===== src/rtl/des_switcher_pkg.sv =====
// rtl/des_switcher_pkg.sv - shared types and constants for the design switcher
package des_switcher_pkg;

  // Width of the drain/settle counter
  localparam int CNT_W = 8;

  // Switch sequencer states
  typedef enum logic [1:0] {
    ACTIVE = 2'd0,
    DRAIN  = 2'd1,
    SETTLE = 2'd2
  } state_t;

endpackage


===== src/rtl/des_switcher_if.sv =====
// rtl/des_switcher_if.sv - per-design IO bus between the switcher and the attached designs
interface des_switcher_if #(
  parameter int NUM_DES = 64,
  parameter int IO_W    = 12
) ();

  logic [NUM_DES-1:0][IO_W-1:0] des_io_in;
  logic [NUM_DES-1:0]           des_reset;
  logic [NUM_DES-1:0][IO_W-1:0] des_io_out;

  // Switcher side: drives design inputs/resets, reads design outputs
  modport master (
    output des_io_in,
    output des_reset,
    input  des_io_out
  );

  // Design side: the mirror view
  modport slave (
    input  des_io_in,
    input  des_reset,
    output des_io_out
  );

endinterface


===== src/rtl/des_switcher_sync_chain.sv =====
// rtl/des_switcher_sync_chain.sv - reset-less multi-flop input synchroniser
module sync_chain #(
  parameter int WIDTH  = 13,
  parameter int STAGES = 3
) (
  input  logic             clock,
  input  logic [WIDTH-1:0] i_d,
  output logic [WIDTH-1:0] o_q
);

  logic [STAGES-1:0][WIDTH-1:0] r_chain;

  // Shift every cycle, reset included, so the chain also carries the reset bit
  always_ff @(posedge clock) begin
    r_chain[0] <= i_d;
    for (int s = 1; s < STAGES; s++) begin
      r_chain[s] <= r_chain[s-1];
    end
  end

  assign o_q = r_chain[STAGES-1];

endmodule


===== src/rtl/des_switcher.sv =====
// rtl/des_switcher.sv - selects one of many attached designs with a drain/settle handover
module des_switcher
  import des_switcher_pkg::*;
#(
  parameter int NUM_DES       = 64,
  parameter int IO_W          = 12,
  parameter int SYNC_STAGES   = 3,
  parameter int SETTLE_CYCLES = 8,
  localparam int SW           = $clog2(NUM_DES)
) (
  input  logic            clock,
  input  logic            reset,
  input  logic [IO_W-1:0] io_in,
  output logic [IO_W-1:0] io_out,
  input  logic [SW-1:0]   des_sel,
  input  logic            hold_if_not_sel,
  input  logic            sync_inputs,
  output logic            switching,
  output logic [SW-1:0]   active_sel,
  des_switcher_if.master  des_bus
);

  localparam logic [CNT_W-1:0] CNT_LAST = CNT_W'(SETTLE_CYCLES - 1);

  state_t             r_state;
  state_t             w_state_nxt;
  logic [SW-1:0]      r_cur;
  logic [SW-1:0]      w_cur_nxt;
  logic [CNT_W-1:0]   r_cnt;
  logic [CNT_W-1:0]   w_cnt_nxt;
  logic [SW-1:0]      r_sel_q;

  logic [IO_W:0]      w_sync_out;
  logic               w_src_rst;
  logic [IO_W-1:0]    w_src_in;
  logic               w_cur_valid;

  logic [NUM_DES-1:0][IO_W-1:0] w_des_io_in;
  logic [NUM_DES-1:0]           w_des_reset;

  sync_chain #(
    .WIDTH  (IO_W + 1),
    .STAGES (SYNC_STAGES)
  ) u_sync (
    .clock (clock),
    .i_d   ({reset, io_in}),
    .o_q   (w_sync_out)
  );

  assign w_src_rst   = sync_inputs ? w_sync_out[IO_W]        : reset;
  assign w_src_in    = sync_inputs ? w_sync_out[IO_W-1:0]    : io_in;
  // An out-of-range selection connects nothing
  assign w_cur_valid = ({1'b0, r_cur} < (SW+1)'(NUM_DES));

  // Request register and sequencer state; reset parks in SETTLE on design 0
  always_ff @(posedge clock) begin
    if (reset) begin
      r_sel_q <= '0;
      r_state <= SETTLE;
      r_cur   <= '0;
      r_cnt   <= '0;
    end else begin
      r_sel_q <= des_sel;
      r_state <= w_state_nxt;
      r_cur   <= w_cur_nxt;
      r_cnt   <= w_cnt_nxt;
    end
  end

  // Next state: DRAIN latches the target only on exit; SETTLE restarts on a new request
  always_comb begin
    w_state_nxt = r_state;
    w_cur_nxt   = r_cur;
    w_cnt_nxt   = r_cnt;
    case (r_state)
      ACTIVE: begin
        if (r_sel_q != r_cur) begin
          w_state_nxt = DRAIN;
          w_cnt_nxt   = '0;
        end
      end
      DRAIN: begin
        if (r_cnt == CNT_LAST) begin
          w_state_nxt = SETTLE;
          w_cur_nxt   = r_sel_q;
          w_cnt_nxt   = '0;
        end else begin
          w_cnt_nxt   = r_cnt + 1'b1;
        end
      end
      SETTLE: begin
        if (r_sel_q != r_cur) begin
          w_state_nxt = DRAIN;
          w_cnt_nxt   = '0;
        end else if (r_cnt == CNT_LAST) begin
          w_state_nxt = ACTIVE;
          w_cnt_nxt   = '0;
        end else begin
          w_cnt_nxt   = r_cnt + 1'b1;
        end
      end
      default: begin
        w_state_nxt = SETTLE;
        w_cnt_nxt   = '0;
      end
    endcase
  end

  // Per-design routing: cur is held while switching, others follow hold_if_not_sel
  always_comb begin
    w_des_io_in = '0;
    w_des_reset = '0;
    for (int i = 0; i < NUM_DES; i++) begin
      if ((w_cur_valid && (r_cur == SW'(i))) ? (r_state != ACTIVE) : hold_if_not_sel) begin
        w_des_io_in[i] = '0;
        w_des_reset[i] = 1'b1;
      end else begin
        w_des_io_in[i] = w_src_in;
        w_des_reset[i] = w_src_rst;
      end
    end
  end

  assign des_bus.des_io_in = w_des_io_in;
  assign des_bus.des_reset = w_des_reset;

  assign io_out     = ((r_state == ACTIVE) && w_cur_valid) ? des_bus.des_io_out[r_cur] : '0;
  assign switching  = (r_state != ACTIVE);
  assign active_sel = r_cur;

endmodule


===== src/flat_wrapper.sv =====
// flat-port wrapper written by rule: the top's interface ports become plain ports
module des_switcher_flat import des_switcher_pkg::*;
#(
  parameter int NUM_DES       = 64,
  parameter int IO_W          = 12,
  parameter int SYNC_STAGES   = 3,
  parameter int SETTLE_CYCLES = 8,
  localparam int SW           = $clog2(NUM_DES)
)
  (clock, reset, io_in, io_out, des_sel, hold_if_not_sel, sync_inputs, switching, active_sel, des_bus_des_io_in, des_bus_des_reset, des_bus_des_io_out);
  des_switcher_if #(.NUM_DES(NUM_DES), .IO_W(IO_W)) des_bus_i ();
  input  logic clock;
  input  logic reset;
  input  logic [IO_W-1:0] io_in;
  output logic [IO_W-1:0] io_out;
  input  logic [SW-1:0] des_sel;
  input  logic hold_if_not_sel;
  input  logic sync_inputs;
  output logic switching;
  output logic [SW-1:0] active_sel;
  output wire logic [$bits(des_bus_i.des_io_in)-1:0] des_bus_des_io_in;
  output wire logic [$bits(des_bus_i.des_reset)-1:0] des_bus_des_reset;
  input wire logic [$bits(des_bus_i.des_io_out)-1:0] des_bus_des_io_out;
  assign des_bus_des_io_in = des_bus_i.des_io_in;
  assign des_bus_des_reset = des_bus_i.des_reset;
  assign des_bus_i.des_io_out = des_bus_des_io_out;
  des_switcher #(.NUM_DES(NUM_DES), .IO_W(IO_W), .SYNC_STAGES(SYNC_STAGES), .SETTLE_CYCLES(SETTLE_CYCLES)) u_core (.clock(clock), .reset(reset), .io_in(io_in), .io_out(io_out), .des_sel(des_sel), .hold_if_not_sel(hold_if_not_sel), .sync_inputs(sync_inputs), .switching(switching), .active_sel(active_sel), .des_bus(des_bus_i));
endmodule

===== config.mk =====
export PLATFORM = sky130hd
export DESIGN_NAME = des_switcher_flat
export DESIGN_NICKNAME = d
export VERILOG_FILES = /design/src/rtl/des_switcher_pkg.sv /design/src/rtl/des_switcher_if.sv /design/src/rtl/des_switcher_sync_chain.sv /design/src/rtl/des_switcher.sv /design/src/flat_wrapper.sv
export SDC_FILE = /design/constraint.sdc
export NUM_CORES = 1
export LEC_CHECK = 0
export BUFFER_PORTS_ARGS = -buffer_cell sky130_fd_sc_hd__clkbuf_2
export CORE_AREA = 2 2 649 651
export CTS_BUF_LIST = sky130_fd_sc_hd__clkbuf_4
export DETAILED_ROUTE_END_ITERATION = 12
export DIE_AREA = 0 0 651 653
export HOLD_SLACK_MARGIN = 0.03
export PLACE_DENSITY = 0.3
export RECOVER_POWER = 25
export SKIP_CTS_REPAIR_TIMING = 1
export SYNTH_ARGS = -nofsm -noshare
export SYNTH_HDL_FRONTEND = slang
export SYNTH_HIERARCHICAL = 1
export SYNTH_SLANG_ARGS = --single-unit
export TNS_END_PERCENT = 10

===== constraint.sdc =====
create_clock -name clock -period 5.15 [get_ports clock]
set_input_delay 1.03 -clock clock [delete_from_list [all_inputs] [get_ports clock]]
set_output_delay 1.03 -clock clock [all_outputs]
set_load 0.03 [all_outputs]

== After elaboration in Yosys (flattened, before gate mapping) ==
Cells that the tools add are included.
Widths: inputs -> output; s select.

* Register bits after elaboration: 61
* Output and inout port bits: 851
* Word-level logic and storage cells: 290

* $add $sub $neg: 1
* Order comparisons: 1
* Equal/unequal tests: 70
* Muxes and demuxes: 206
* Reductions and logical operators: 5

{| class="wikitable"
|+ Operator list
! kind !! number
|-
| $mux 12 || 67
|-
| $eq 6x6->1 const B || 32
|-
| $mux 1 || 129
|-
| $eq 6x5->1 const B || 16
|-
| $bmux 12 s6 || 1
|-
| $eq 6x4->1 const B || 8
|-
| $eq 6x3->1 const B || 4
|-
| $mux 8 || 3
|-
| $pmux 8 s3 || 1
|-
| $eq 6x2->1 const B || 2
|-
| $add 8x1->8 const B || 1
|-
| $eq 8x3->1 const B || 1
|-
| $mux 2 || 4
|-
| $lt 6x7->1 const B || 1
|-
| $eq 6x1->1 const B || 1
|-
| $logic_not 6->1 || 1
|-
| $ne 6x6->1 || 1
|-
| $pmux 2 s3 || 1
|-
| $ne 2x1->1 const B || 2
|-
| $ne 3x1->1 const B || 1
|-
| $reduce_and 3->1 || 1
|-
| $eq 2x1->1 const B || 1
|-
| $eq 2x2->1 const B || 1
|-
| $logic_not 2->1 || 1
|-
| other kinds (2) || 2
|}

== Logic depth before layout (Yosys ltp) ==
Gate-level depths: netlist of run 1.

* Depth in word-level cells: 4
* Gate-level depth with buffers: 10
* Mapped depth without buffers: 6

== Cells and area by module ==
Netlist of run 1, hierarchy kept.

{| class="wikitable"
|+ Modules (own cells, without submodules)
! module !! instances !! cells each !! area each (um^2) !! sequential area each (um^2)
|-
| des_switcher || 1 || 1813 || 12764.7 || 440.4
|-
| sync_chain || 1 || 52 || 878.3 || 780.7
|}

== Worst setup path after synthesis of run 1 ==
No wires, ideal clock.

* Path kind: input to output
* Start point: input sync_inputs
* End point: output des_bus_des_io_in[100]
* Data arrival time: 2.540 ns
* Required time: 4.120 ns
* Setup slack: 1.580 ns
* Stages on the path: 5
* Path buffers: 3
* Cell sequence: clkbuf_1 buf_2 mux2i_1 clkbuf_1 nor2_1

* Word-level cells in the longest chain between the ends: 2

{| class="wikitable"
|+ RTL lines
! element !! RTL line !! text
|-
| from (decl) || flat_wrapper.sv:18 || <nowiki>input logic sync_inputs;</nowiki>
|-
| $mux 12 || des_switcher.sv:51 || <nowiki>assign w_src_in = sync_inputs ? w_sync_out[IO_W-1:0] : io_in;</nowiki>
|-
| $mux 12 || des_switcher.sv:114 || <nowiki>if ((w_cur_valid && (r_cur == SW'(i))) ? (r_state != ACTIVE) : hold_if_not_sel) begin</nowiki>
|-
| to (decl) || flat_wrapper.sv:21 || <nowiki>output wire logic [$bits(des_bus_i.des_io_in)-1:0] des_bus_des_io_in;</nowiki>
|}

Every way passes these cells.

== Final worst setup path of run 1 ==
* Start point: register u_core.r_cur[1] (netlist: u_core/active_sel[1])
* End point: output io_out[8]

* Word-level cells in the longest chain between the ends: 3

{| class="wikitable"
|+ RTL lines
! element !! RTL line !! text
|-
| from (decl) || des_switcher.sv:27 || <nowiki>logic [SW-1:0] r_cur;</nowiki>
|-
| from (signal assigned) || des_switcher.sv:65 || <nowiki>r_cur <= w_cur_nxt;</nowiki>
|-
| $bmux 12 s6 || des_switcher.sv:127 || <nowiki>assign io_out = ((r_state == ACTIVE) && w_cur_valid) ? des_bus.des_io_out[r_cur] : '0;</nowiki>
|-
| $mux 12 (not written as such) || des_switcher.sv:127 ||
|-
| $mux 12 || des_switcher.sv:127 ||
|-
| to (decl) || flat_wrapper.sv:15 || <nowiki>output logic [IO_W-1:0] io_out;</nowiki>
|}

Every way passes these cells. The select of a mux whose other input is x is not followed.

==> impl_metrics.toml, run 1 <==
[run_status]
outcome = "completed"

[timing]
post-route-min-period_ns = 4.95
worst_pin_slew_ns = 1.40
finClkSkew_ns = 0.101
maxSlewViolCount = 0
finalCritPeriodShare = 0.962
max_freq_ghz = 0.202
hold_viol_final = 0
max_slew_margin = 0.0591
finalSetupViolCount = 0
layout_setup_ws_ns = 0.196
rsz0062_at_grt = "false"

[worst_hold_path]
min-delay-start = "u_core/u_sync/r_chain[15]"
min_path_cells = 0
min_to = "u_core/u_sync/o_q[2]"
min-delay-path-class = "reg2reg"

[finish]
ff_latch_area_um2 = 1230
multi_input_area_um2 = 11400
drive_gt1_frac = 0.580
instances_no_fill = 8976
fillCellCount = 49900
area_growth_pct = 114
finalNetCount = 4204

[cts]
clk_pin_slew_worst_paths_ns = 0.14
h-tree-depth = 3
cts_tree = "built"
cts_sinks = 61
insertion_delay_ns = 0.61
cts_root_buf = "clkbuf_4"
clockBufferDepth = 2
cts_buffers = 9

[synthesis]
synthMostInstantiatedCell = "nor2_1"
synth_commonest_cells = "nor2_1 (816), mux4_2 (167), clkbuf_1 (107)"
synth_edf_count = 0
synth_warnings = 6
syn_inst = 1865
synth_ff_type = "dfxtp_1"
postSynthAreaPerCell_um2 = 7.32
synth_nets = 2659
async_flop_share = 0
synth_top_cell_by_area = "mux4_2"
ys_seq_area_frac = 0.0895
ys_ff_latch = 61
synth_area_leaders = "mux4_2 (28%), nor2_1 (22%), dfxtp_1 (9.0%)"
yosysUniqueCellTypes = 58
synth_area_um2 = 13600
synth_top_area_share = 0.276

[floorplan]
start_util = 0.0326
die_h_um = 653
die_w_um = 651
core_area_um2 = 418000
die_area_um2 = 425000
io_pins = 1641
rows = 238

[critical_path]
critical_path_class = "reg2out"
cp_max_fo = 75
reg2reg_depth = 7
endpoint_kind = "output pin"
worstPathArrival_ns = 3.92
start_kind = "register"
reg2reg_from = "u_core/r_state[0]"
r2r_slack_ns = 1.59
required_ns = 4.12
r2r_end = "u_core/r_cnt[2]"

[placed_design]
gp_congestion = 0.881
placed_cells = 8916
io_buffers = 1640
hpwl_mm = 191
dpl_worst_slack_ns = -0.0472

[grt]
grt_pass1_vias = 20400
grt_pass1_wl_mm = 259
antenna_found_initial = 147
grt_max_degree = 76
grt_usage = 0.0961
overflow = 0

[detailed_routing]
routedWlPerCell_um = 24.1
drc = 0
drt_iter0_drc = 1820
via_per_inst = 2.44
ant_nets = 0
dr.pass1.iters = 7
drt_wl_total_mm = 217
num_vias = 21900

[job]
cap_violations = 0

[pwr]
max-vdd-ir-drop_v = 0.000128
internal-power_w = 0.00156
power.switching_w = 0.00280
power.share.clock = 0.101
power.density_nw_per_um2 = 149
p_leak_nw = 11.6
seqPwrFrac = 0.117
comb_power_share = 0.781
swShare = 0.642
-- cell families after synthesis --
logic type,count (synthesis),synth area share
simple gates,1036,0.327
compound gates,240,0.126
flops,61,0.0895
xor+xnor,9,0.00633
mux,242,0.332
buf+inv,273,0.116
fa+ha+maj,4,0.00367
-- stage by stage --
step	cell area (um^2)	TNS (ns)	utilization	total power, W	hold WS (ns)
global placement	29200	-0.0846	0.0698	0.00408	0.310
finish	29300	0	0.0699	0.00437	0.340
detailed placement	29200	-0.0472	0.0698	0.00406	0.312
global route	29200	0	0.0699	0.00462	0.337
CTS	29400	-1.59	0.0702	0.00453	0.334
floorplan	13600	0	-	0.00229	0.310
-- cell usage in the layout (no fill, tap or decap), types with 34 or more instances in the layout --
cell type  instances
nand3_1           34
nand2_1           42
nand2b_1          71
clkbuf_1         134
mux4_2           167
dfxtp_1           57
buf_4            127
clkbuf_2        1517
diode_2           41
a21oi_1           46
mux2i_1           61
nor2_1           815
-- registers in the layout, summed over array words and instances (netlist names) --
| register | flops |
|---|---|
| u_core/active_sel | 6 |
| u_core/r_cnt | 8 |
| u_core/r_sel_q | 6 |
| u_core/r_state | 2 |
| u_core/u_sync/o_q | 13 |
| u_core/u_sync/r_chain | 26 |
-- worst max-delay path by stage --
| stage | depth (start not counted) | from | slack [ns] | endpoint |
|---|---|---|---|---|
| after floorplan | 5 | sync_inputs | 1.58 | des_bus_des_io_in[100] |
| after global placement | 7 | des_bus_des_io_out[521] | -0.08 | io_out[5] |
| after detailed placement | 7 | des_bus_des_io_out[521] | -0.05 | io_out[5] |
| after CTS | 7 | u_core/active_sel[1] | -0.29 | io_out[5] |
| after global routing | 6 | u_core/active_sel[0] | 0.003 | io_out[7] |
| final | 7 | u_core/active_sel[1] | 0.20 | io_out[8] |
-- power groups by stage --
stage / logic, W / clock network (W) / registers (W)
after CTS: 0.00354 / 0.000480 / 0.000513
final: 0.00341 / 0.000443 / 0.000513
after floorplan: 0.00177 / 0 / 0.000519
after detailed placement: 0.00354 / 0 / 0.000523
after global routing: 0.00360 / 0.000499 / 0.000516
after global placement: 0.00355 / 0 / 0.000523
-- worst max-delay path, cell delays in order (launching register included) --
cell and delay, ns:
dfxtp_4 0.83, buf_12 0.28, buf_12 0.42, mux2i_1 0.16, o221ai_1 0.52, a21oi_1 0.26
a2111oi_2 0.39, clkbuf_2 0.27
-- routing by layer --
layer  wire length (um)  GRT usage
met5                109          0
met2             122000      0.191
met1              77700      0.102
met4               6520     0.0284
met3              10600     0.0150
-- layout make-up --
type / instances / area share
Multi-Input combinational cell: 1531 / 0.390
Timing Repair Buffer: 1799 / 0.323
Tap cell: 5520 / 0.236
Sequential cell: 61 / 0.0422
Antenna cell: 41 / 0.00351
Clock inverter: 7 / 0.00252
Clock buffer: 9 / 0.00231
Inverter: 8 / 0.00103
Power figures use the tool's default switching activity.
==> run 2, diff against run 1 <==
Settings changed: CORE_AREA 2 2 649 651 to 2 2 630 632, DIE_AREA 0 0 651 653 to 0 0 632 634, PLACE_DENSITY 0.3 to 0.31.
==> impl_metrics.toml, run 2 (synthesis gave the netlist of run 1 again) <==
[critical_path]
slowest_stage = "clkbuf_4"
worstPathArrival_ns = 4.02
critical-path-top-delay-family = "buffers and inverters"
required_ns = 4.12
start_kind = "input pin"
r2r_slack_ns = 1.30
cp_max_fo = 34
slowest_delay_ns = 0.70
critPathBufInv = 4
crit_top_cell = "clkbuf_2"
crit_chain = "clkbuf_2, clkbuf_1, mux2i_2, clkbuf_4, nor2_1, clkbuf_2"
endpoint_kind = "output pin"
critical_path_class = "in2out"

[floorplan]
core_area_um2 = 394000
die_area_um2 = 401000
start_util = 0.0346
die_w_um = 632
rows = 231
die_h_um = 634
io_pins = 1641

[cts]
cts_sinks = 61
cts_tree = "built"
h-tree-depth = 3
cts_root_buf = "clkbuf_4"
insertion_delay_ns = 0.58
clockBufferDepth = 2
clk_pin_slew_worst_paths_ns = 0.13
cts_buffers = 9

[timing]
rsz0062_at_grt = "false"
max_slew_margin = -0.0833
worst_pin_slew_ns = 1.58
hold_viol_final = 0
finalCritPeriodShare = 0.980
max_freq_ghz = 0.198
fin_setup_tns_ns = 0
finalSetupViolCount = 0
finClkSkew_ns = 0.0363
hold-worst-slack_ns = 0.341
maxSlewViolCount = 46
post-route-min-period_ns = 5.05

[pwr]
p_leak_nw = 11.6
max-vdd-ir-drop_v = 0.000180
power.density_nw_per_um2 = 150

[job]
cap_violations = 3

[grt]
grt_max_degree = 65
grt_pass1_wl_mm = 263
antenna_found_initial = 157
overflow = 0
grt_usage = 0.104
grt_pass1_vias = 20500

[detailed_routing]
via_per_inst = 2.52
drc = 0
ant_nets = 0
drt_wl_total_mm = 220
routedWlPerCell_um = 25.3
num_vias = 22000
drt_iter0_drc = 1746
dr.pass1.iters = 5

[finish]
largest_reg_flops = 26
ff_latch_area_um2 = 1230
multi_input_area_um2 = 11400
final_cell_mix = "clkbuf_2 (1519), nor2_1 (816), mux4_2 (167), clkbuf_1 (140), buf_4 (127)"
regMostFlops = "u_core/u_sync/r_chain"
fillCellCount = 47200
utilization = 0.0733
final_common_cell = "clkbuf_2"
area_growth_pct = 112
finalNetCount = 4211
drive_gt1_frac = 0.579

[placed_design]
io_buffers = 1640
hpwl_mm = 198
gp_congestion = 0.904

[run_status]
violations = "capacitance limit, slew limit"
outcome = "finished with violations"

[worst_hold_path]
min-delay-path-class = "reg2reg"
==> run 2: final timing paths <==
path,startpoint,to,cells past startpoint
worst max-delay path,sync_inputs,des_bus_des_io_in[631],6
worst min register to register,u_core/u_sync/r_chain[23],u_core/u_sync/o_q[10],0
worst min-delay path,u_core/u_sync/r_chain[23],u_core/u_sync/o_q[10],0
worst max register to register,u_core/r_state[0],u_core/r_cnt[2],6
==> run 2: through the flow <==
stage / worst slack (ns) / cells / total power [W] / cell area [um^2]
after floorplan: 1.58 / 1865 / 0.00229 / 13600
after global placement: 0.782 / 8648 / 0.00415 / 29000
after detailed placement: 0.754 / 8648 / 0.00413 / 29000
after CTS: 0.104 / 8664 / 0.00451 / 29100
after global routing: 0.0820 / 8696 / 0.00458 / 28900
final: 0.103 / 8708 / 0.00434 / 28900
==> run 2: layout make-up <==
cell class,count,share of cell area
Multi-Input combinational cell,1531,0.394
Timing Repair Buffer,1806,0.327
Tap cell,5242,0.227
Sequential cell,61,0.0427
Antenna cell,44,0.00381
Clock buffer,9,0.00234
Clock inverter,7,0.00178
Inverter,8,0.00104
==> run 2: report_power, final <==
part           switching [W]  internal (W)
clock               0.000252      0.000100
sequential         0.0000133      0.000499
combinational        0.00255      0.000925
==> run 2: metal layers <==
metal	wire (um)	global-route usage	vias to the layer above
li1	-	-	9598
met3	11500	0.0146	298
met5	104	0	-
met2	126000	0.212	1355
met1	73500	0.105	10700
met4	9450	0.0358	14
==> run 3, diff against run 2 <==
Settings changed: CELL_PAD_IN_SITES_DETAIL_PLACEMENT from default to 2, CELL_PAD_IN_SITES_GLOBAL_PLACEMENT from default to 2, CORE_AREA 2 2 630 632 to 2 2 633 635, DIE_AREA 0 0 632 634 to 0 0 635 637, PLACE_DENSITY 0.31 to 0.4, SKIP_CTS_REPAIR_TIMING 1 to default.
==> impl_metrics.toml, run 3 (synthesis gave the netlist of run 1 again) <==
[run_status]
outcome = "completed"

[timing]
maxSlewViolCount = 0
max_freq_ghz = 0.205
post-route-min-period_ns = 4.87
rsz0062_at_grt = "true"
hold-worst-slack_ns = 0.323
finClkSkew_ns = 0.0723
worst_pin_slew_ns = 1.36
finalSetupViolCount = 0
hold_viol_final = 0
max_slew_margin = 0.0867
finalCritPeriodShare = 0.945

[job]
cap_violations = 0

[detailed_routing]
num_vias = 22500
dr.pass1.iters = 5
via_per_inst = 2.58
routedWlPerCell_um = 26.8
drc = 0
drt_wl_total_mm = 234
ant_nets = 0
drt_iter0_drc = 1130

[cts]
clk_pin_slew_worst_paths_ns = 0.23
cts_root_buf = "clkbuf_4"
clockBufferDepth = 2
cts_tree = "built"
insertion_delay_ns = 0.61
cts_sinks = 61
cts_buffers = 9
h-tree-depth = 3

[grt]
antenna_found_initial = 151
grt_max_degree = 65
grt_pass1_wl_mm = 289
grt_pass1_vias = 23900
grt_usage = 0.111
overflow = 0

[critical_path]
crit_chain = "buf_12, buf_12, nor2b_1, nand3_1, o21ai_4, nor2_1, clkbuf_2"
crit_top_cell = "buf_12"
required_ns = 4.12
r2r_slack_ns = 1.39
critical_path_class = "reg2out"
endpoint_kind = "output pin"
r2r_end = "u_core/r_cnt[2]"
slowest_stage = "o21ai_4"
critical-path-top-delay-family = "simple AND/OR/NAND/NOR gates"
critPathBufInv = 3
worstPathArrival_ns = 3.84
reg2reg_from = "u_core/r_state[0]"
cp_max_fo = 19
slowest_delay_ns = 0.88
reg2reg_depth = 7
start_kind = "register"

[pwr]
finalPower_w = 0.00432
swShare = 0.652
power.density_nw_per_um2 = 149
max-vdd-ir-drop_v = 0.000101
internal-power_w = 0.00150
p_leak_nw = 11.6
comb_power_share = 0.795
seqPwrFrac = 0.119
power.share.clock = 0.086
power.switching_w = 0.00282

[worst_hold_path]
min-delay-path-class = "reg2reg"
min_to = "u_core/u_sync/o_q[3]"
min-delay-start = "u_core/u_sync/r_chain[16]"
min_path_cells = 0

[finish]
regMostFlops = "u_core/u_sync/r_chain"
utilization = 0.0731
largest_reg_flops = 26
area_growth_pct = 113
final_cell_mix = "clkbuf_2 (1497), nor2_1 (815), mux4_2 (167), clkbuf_1 (151), buf_4 (134)"
drive_gt1_frac = 0.580
finalNetCount = 4212
final_common_cell = "clkbuf_2"
fillCellCount = 47800

[placed_design]
gp_congestion = 0.887
io_buffers = 1640
hpwl_mm = 204

[floorplan]
die_area_um2 = 404000
io_pins = 1641
die_w_um = 635
rows = 232
die_h_um = 637
core_area_um2 = 398000
start_util = 0.0343
-- run 3: cell count changes in the layout (fill, tap and decap cells not counted), sizes merged --
cell	before	now
buf	146	159
clkbuf	1669	1657
clkinvlp	1	0
diode	44	41
inv	9	10
-- run 3: per-layer routing --
layer	global-route usage	vias up	share of wire
li1	-	9598	-
met1	0.115	11400	0.35
met2	0.230	1162	0.58
met3	0.0148	277	0.039
met4	0.0254	18	0.028
met5	0	-	0.00048
-- run 3: stage by stage --
stage               TNS (ns)  instance area, um^2  worst slack [ns]  std cells
floorplan                  0                13600              1.58       1865
global placement       -1.02                29000            -0.408       8666
detailed placement   -0.0168                29000           -0.0168       8666
CTS                  -0.0104                29300           -0.0104       8688
global route         -0.0247                29000           -0.0247       8713
finish                     0                29100             0.281       8729
-- run 3: power by group through the flow --
stage	clock (W)	combinational, W	sequential (W)
floorplan	0	0.00177	0.000519
global placement	0	0.00360	0.000524
detailed placement	0	0.00361	0.000525
CTS	0.000408	0.00362	0.000515
global route	0.000424	0.00365	0.000519
finish	0.000371	0.00344	0.000515
-- run 3: layout make-up --
cell class                      count  area (um^2)  share of cell area
Multi-Input combinational cell   1531        11500               0.394
Timing Repair Buffer             1807         9550               0.328
Tap cell                         5265         6590               0.227
Sequential cell                    61         1240              0.0425
Antenna cell                       41          103             0.00353
Clock buffer                        9         67.6             0.00232
Clock inverter                      7         47.5             0.00163
Inverter                            8         30.0             0.00103
-- run 3: what timing repair did --
action / CTS / global route
hold buffers: 0 / 0
hold endpoints to repair: 0 / 0
setup buffers: 6 / 0
setup endpoints to repair: 27 / 2
resized for setup: 14 / 1
cloned: 0 / 0
-- run 3: worst max path at each step --
stage                          from  slack (ns)  depth (start not counted)                     end
2_1_floorplan           sync_inputs        1.58                          5  des_bus_des_io_in[100]
3_3_place_gp   u_core/active_sel[3]       -0.41                          8              io_out[11]
3_5_place_dp   u_core/active_sel[0]       -0.02                          8               io_out[4]
4_1_cts        u_core/active_sel[3]       -0.01                          8               io_out[6]
5_1_grt        u_core/active_sel[1]       -0.02                          7  des_bus_des_io_in[647]
6_report       u_core/active_sel[1]        0.28                          7  des_bus_des_io_in[647]
